[src/rtl/sccb_line_sync.sv]
// Synchronises scl/sda to clk and produces registered edge, START and STOP strobes.
module sccb_line_sync (
    input  logic clk,
    input  logic rst,
    input  logic scl_i,
    input  logic sda_i,
    output logic scl_rise,
    output logic scl_fall,
    output logic start,
    output logic stop,
    output logic sda_s
);

    logic scl_meta_q, scl_sync_q, scl_prev_q;
    logic sda_meta_q, sda_sync_q, sda_prev_q;
    logic rise_d, fall_d, start_d, stop_d;
    logic rise_q, fall_q, start_q, stop_q;

    always_comb begin
        rise_d  = scl_sync_q & ~scl_prev_q;
        fall_d  = ~scl_sync_q & scl_prev_q;
        start_d = scl_sync_q & scl_prev_q & sda_prev_q & ~sda_sync_q;
        stop_d  = scl_sync_q & scl_prev_q & ~sda_prev_q & sda_sync_q;
    end

    // Lines idle high, so the pipeline resets to 1 to avoid spurious events.
    always_ff @(posedge clk or posedge rst) begin
        if (rst) begin
            scl_meta_q <= 1'b1;
            scl_sync_q <= 1'b1;
            scl_prev_q <= 1'b1;
            sda_meta_q <= 1'b1;
            sda_sync_q <= 1'b1;
            sda_prev_q <= 1'b1;
            rise_q     <= 1'b0;
            fall_q     <= 1'b0;
            start_q    <= 1'b0;
            stop_q     <= 1'b0;
        end else begin
            scl_meta_q <= scl_i;
            scl_sync_q <= scl_meta_q;
            scl_prev_q <= scl_sync_q;
            sda_meta_q <= sda_i;
            sda_sync_q <= sda_meta_q;
            sda_prev_q <= sda_sync_q;
            rise_q     <= rise_d;
            fall_q     <= fall_d;
            start_q    <= start_d;
            stop_q     <= stop_d;
        end
    end

    assign scl_rise = rise_q;
    assign scl_fall = fall_q;
    assign start    = start_q;
    assign stop     = stop_q;
    assign sda_s    = sda_prev_q;

endmodule

[config.mk]
export PLATFORM = sky130hd
export DESIGN_NAME = sccb_line_sync
export DESIGN_NICKNAME = d
export VERILOG_FILES = /design/src/rtl/sccb_line_sync.sv
export SDC_FILE = /design/constraint.sdc
export NUM_CORES = 1
export LEC_CHECK = 0
export CAP_MARGIN = 0
export CORE_AREA = 4 4 41 43
export DETAILED_ROUTE_END_ITERATION = 7
export DIE_AREA = 0 0 45 47
export PLACE_DENSITY = 0.49
export SETUP_SLACK_MARGIN = 0.4
export SKIP_CTS_REPAIR_TIMING = 1
export SYNTH_ARGS = -nofsm -noshare
export SYNTH_HDL_FRONTEND = slang
export SYNTH_SLANG_ARGS = --single-unit
[constraint.sdc]
create_clock -name clk -period 0.9 [get_ports clk]
set_clock_uncertainty 0.15 [all_clocks]
set_input_delay 0.225 -clock clk [delete_from_list [all_inputs] [get_ports clk]]
set_output_delay 0.225 -clock clk [all_outputs]
set_load 0.005 [all_outputs]
# --- After elaboration in Yosys (flattened, before gate mapping) ---
# Index checks and enable logic that the tools add are counted.
# Widths: inputs -> output; s select.
totals:
  elab_cells: 21
  out_inout_bits: 5
  inputBits: 4
  regBits: 10
classes:
  bitwise: 11
ops:
  columns: ["op", "count"]
  rows:
  - ["$and 1x1->1", 7]
  - ["$not 1->1", 4]

# --- Longest topological paths before layout ---
logic_depth:
  depth_word: 3
  depth_mapped: 1
  ltp_nobuf: 1

# --- Worst setup path before layout ---
# Ideal clock, no wire load.
synth_timing:
  path_type: "register to register"
  from: "register sda_prev_q, in the netlist sda_s"
  to: "register stop_q, in the netlist stop"
  period_less_slack_ns: 0.963
  path_slack_ns: -0.063
  arrival_time_ns: 0.692
  path_buffers: 0
  stages_incl_launch_ff: 2
  t_required_ns: 0.629
  setup_time_ns: 0.121
  path_cell_list: "dfstp_2 and4b_1"
synth_via:
  elab_chain_len: 3
synth_rtl:
  columns: ["item", "line_no", "rtl"]
  rows:
  - ["start: declaration", "15", "logic sda_meta_q, sda_sync_q, sda_prev_q;"]
  - ["start signal: assignment", "45", "sda_prev_q <= sda_sync_q;"]
  - ["$not 1->1", "23", "stop_d = scl_sync_q & scl_prev_q & ~sda_prev_q & sda_sync_q;"]
  - ["$and 1x1->1 (2 in a row)", "23", null]
  - ["via stop_d", "16", "logic rise_d, fall_d, start_d, stop_d;"]
  - ["end signal: assignment", "49", "stop_q <= stop_d;"]
  - ["end: declaration", "17", "logic rise_q, fall_q, start_q, stop_q;"]
# The timed path passes the listed nets, and every way through them passes these cells.

# --- Worst setup path after layout ---
layout_timing:
  from: "register sda_prev_q, in the netlist sda_s"
  to: "output port sda_s"
layout_rtl:
  columns: ["item", "line_no", "rtl"]
  rows:
  - ["end: declaration", "11", "output logic sda_s"]
# No word-level cell between the ends.

==> flow_summary.toml <==
[clocking]
numCtsBuffers = 3
clock_latency_ps = 250
clkSlewWorstSetupHoldPaths_ps = 60
tritoncts = "built"
clk_path_buf_depth = 2
cts.sinks = 10
h-tree-depth = 1
clockRootBuffer = "clkbuf_4"

[detailed_routing]
wl_per_cell_um = 9.13
dr.pass1.iters = 2
drtIter0Drc = 2
drc = 0
wirelength_um = 411
vias_per_cell = 3.62
num_vias = 163
drtAntennaViolNets = 0

[worst_setup_path]
critPathKind = "reg2out"
critPathBufInv = 1
critPathSlowestCell = "dfstp_2"
path_cells = "buf_6"
cp_top_family = "flip-flops"
critPathMaxFanout = 2
end_kind = "output pin"
reg2reg_depth = 2
cp-start-kind = "flop"
cpPeakStageDelay_ps = 540
crit_arrival_ps = 880
worstPathRequired_ps = 520
r2r_start = "sda_s"
worst-r2r-setup-slack_ps = -170
rr_endpoint = "stop"

[power]
irDropWorstVdd_uv = 501
leakagePower_nw = 0.242
pwr_density_cell_nw_per_um2 = 2040

[timing]
holdWs_ps = -210
maxSlewViolCount = 0
fin_ws_ps = -352
final.period_utilization_pct = 139
maxSlewHeadroom_pct = 93.3
tightest_slew_ps = 100
setup_viol = 8
fin_crit_ps = 1250
rsz0062_at_grt = "true"
finalHoldViolations = 12
timing.fmax_ghz = 0.799

[synth]
ys.warnings.count = 0
synthCells = 15
synth_area_sq_um = 294
seq_area_frac_synth_pct = 87.7
syn_avg_cell_area_sq_um = 19.6
ys_ff_latch = 10
synth_fp_nets = 19
ys_types = 5

[floorplan]
coreArea_sq_um = 1300
start_util_pct = 22.6
die_w_um = 45
row_count = 13
ios = 9
fp.dieH_um = 47
dieArea_sq_um = 2120

[worst_hold_path]
hold_class = "in2async"

[global_routing]
grt_usage_pct = 4.73
overflow = 0
grt_pass1_vias = 199
grt_pass1_wl_um = 690
antenna_found_initial = 0
grt_max_degree = 7

[final_layout]
layout_commonest_cell = "dfstp_2"
layout.cells.non_filler = 45
final_cell_mix = "6 x dfstp_2, 4 x clkbuf_2, 4 x dfrtp_1"
diodes = 0
final_area_sq_um = 452
fill_cells = 139
area_growth_pct = 53.6
drive_gt1_share_pct = 66.7
fin_nets = 35

[placement]
portBuffers = 8
placed_area_sq_um = 415
dp.cells = 41
gp_congestion = 0.638

[run_status]
status = "complete, but fails checks"
violations = "negative hold slack, negative setup slack"

[flow_run]
maxCapViolCount = 0
==> power breakdown <==
| part | total [mW] | switching (mW) | internal [mW] |
|---|---|---|---|
| combinational | 0.0528 | 0.0183 | 0.0345 |
| clock | 0.377 | 0.133 | 0.245 |
| sequential | 0.493 | 0.0116 | 0.481 |
==> flip-flops by register name, summed over array words and instances, names as in the netlist <==
name,flops
scl_fall,1
scl_meta_q,1
scl_prev_q,1
scl_rise,1
scl_sync_q,1
sda_meta_q,1
sda_s,1
sda_sync_q,1
start,1
stop,1
==> layout make-up <==
| class | count | area [sq um] | area share [%] |
|---|---|---|---|
| multi-input combinational | 4 | 40.0 | 8.86 |
| sequential | 10 | 258 | 57.1 |
| inverter | 1 | 3.75 | 0.831 |
| clock buffer | 4 | 36.3 | 8.03 |
| tap | 15 | 18.8 | 4.16 |
| timing repair buffer | 11 | 95.1 | 21.1 |
==> per-stage QoR <==
step / total power, mW / utilization, % / setup slack, ps / setup TNS [ps]
after detailed placement: 0.557 / 31.9 / -479 / -1800
after floorplan: 0.510 / - / -63.3 / -114
after global placement: 0.554 / 31.9 / -472 / -1780
final: 0.923 / 34.7 / -352 / -1400
after global routing: 0.968 / 34.7 / -380 / -1670
after CTS: 0.946 / 34.7 / -763 / -3260
==> kinds of logic (layout without fill, tap and decap cells) <==
group	after synthesis	in the layout	synth area share, %
flops	10	10	87.7
buf+inv	1	16	1.28
simple gates	4	4	11.1
==> synth_stat cells (all sizes together) <==
master,instances,share of area (%)
inv,1,1.3
nor2b,2,4.3
dfstp,6,54
dfrtp,4,34
and4b,2,6.8
==> worst register-to-register path, cell delays in order (launching register included) <==
cell	delay (ps)
dfstp_2	540
buf_4	100
and4b_1	170
==> worst max path at each step <==
stage | slack [ps] | depth (start not counted) | startpoint | end
final | -350 | 1 | sda_s | sda_s
after global routing | -380 | 1 | sda_s | sda_s
after CTS | -760 | 1 | sda_s | sda_s
after detailed placement | -480 | 1 | sda_s | sda_s
after global placement | -470 | 1 | sda_s | sda_s
after floorplan | -60 | 1 | sda_s | stop
==> per-layer routing <==
| layer | track usage (%) | vias up | wire [um] |
|---|---|---|---|
| li1 | - | 78 | - |
| met1 | 3.55 | 76 | 176 |
| met2 | 9.04 | 9 | 181 |
| met3 | 2.30 | 0 | 54 |
| met4 | 3.51 | 0 | 0 |
| met5 | 0 | - | 0 |
(Power assumes the default switching activity.)
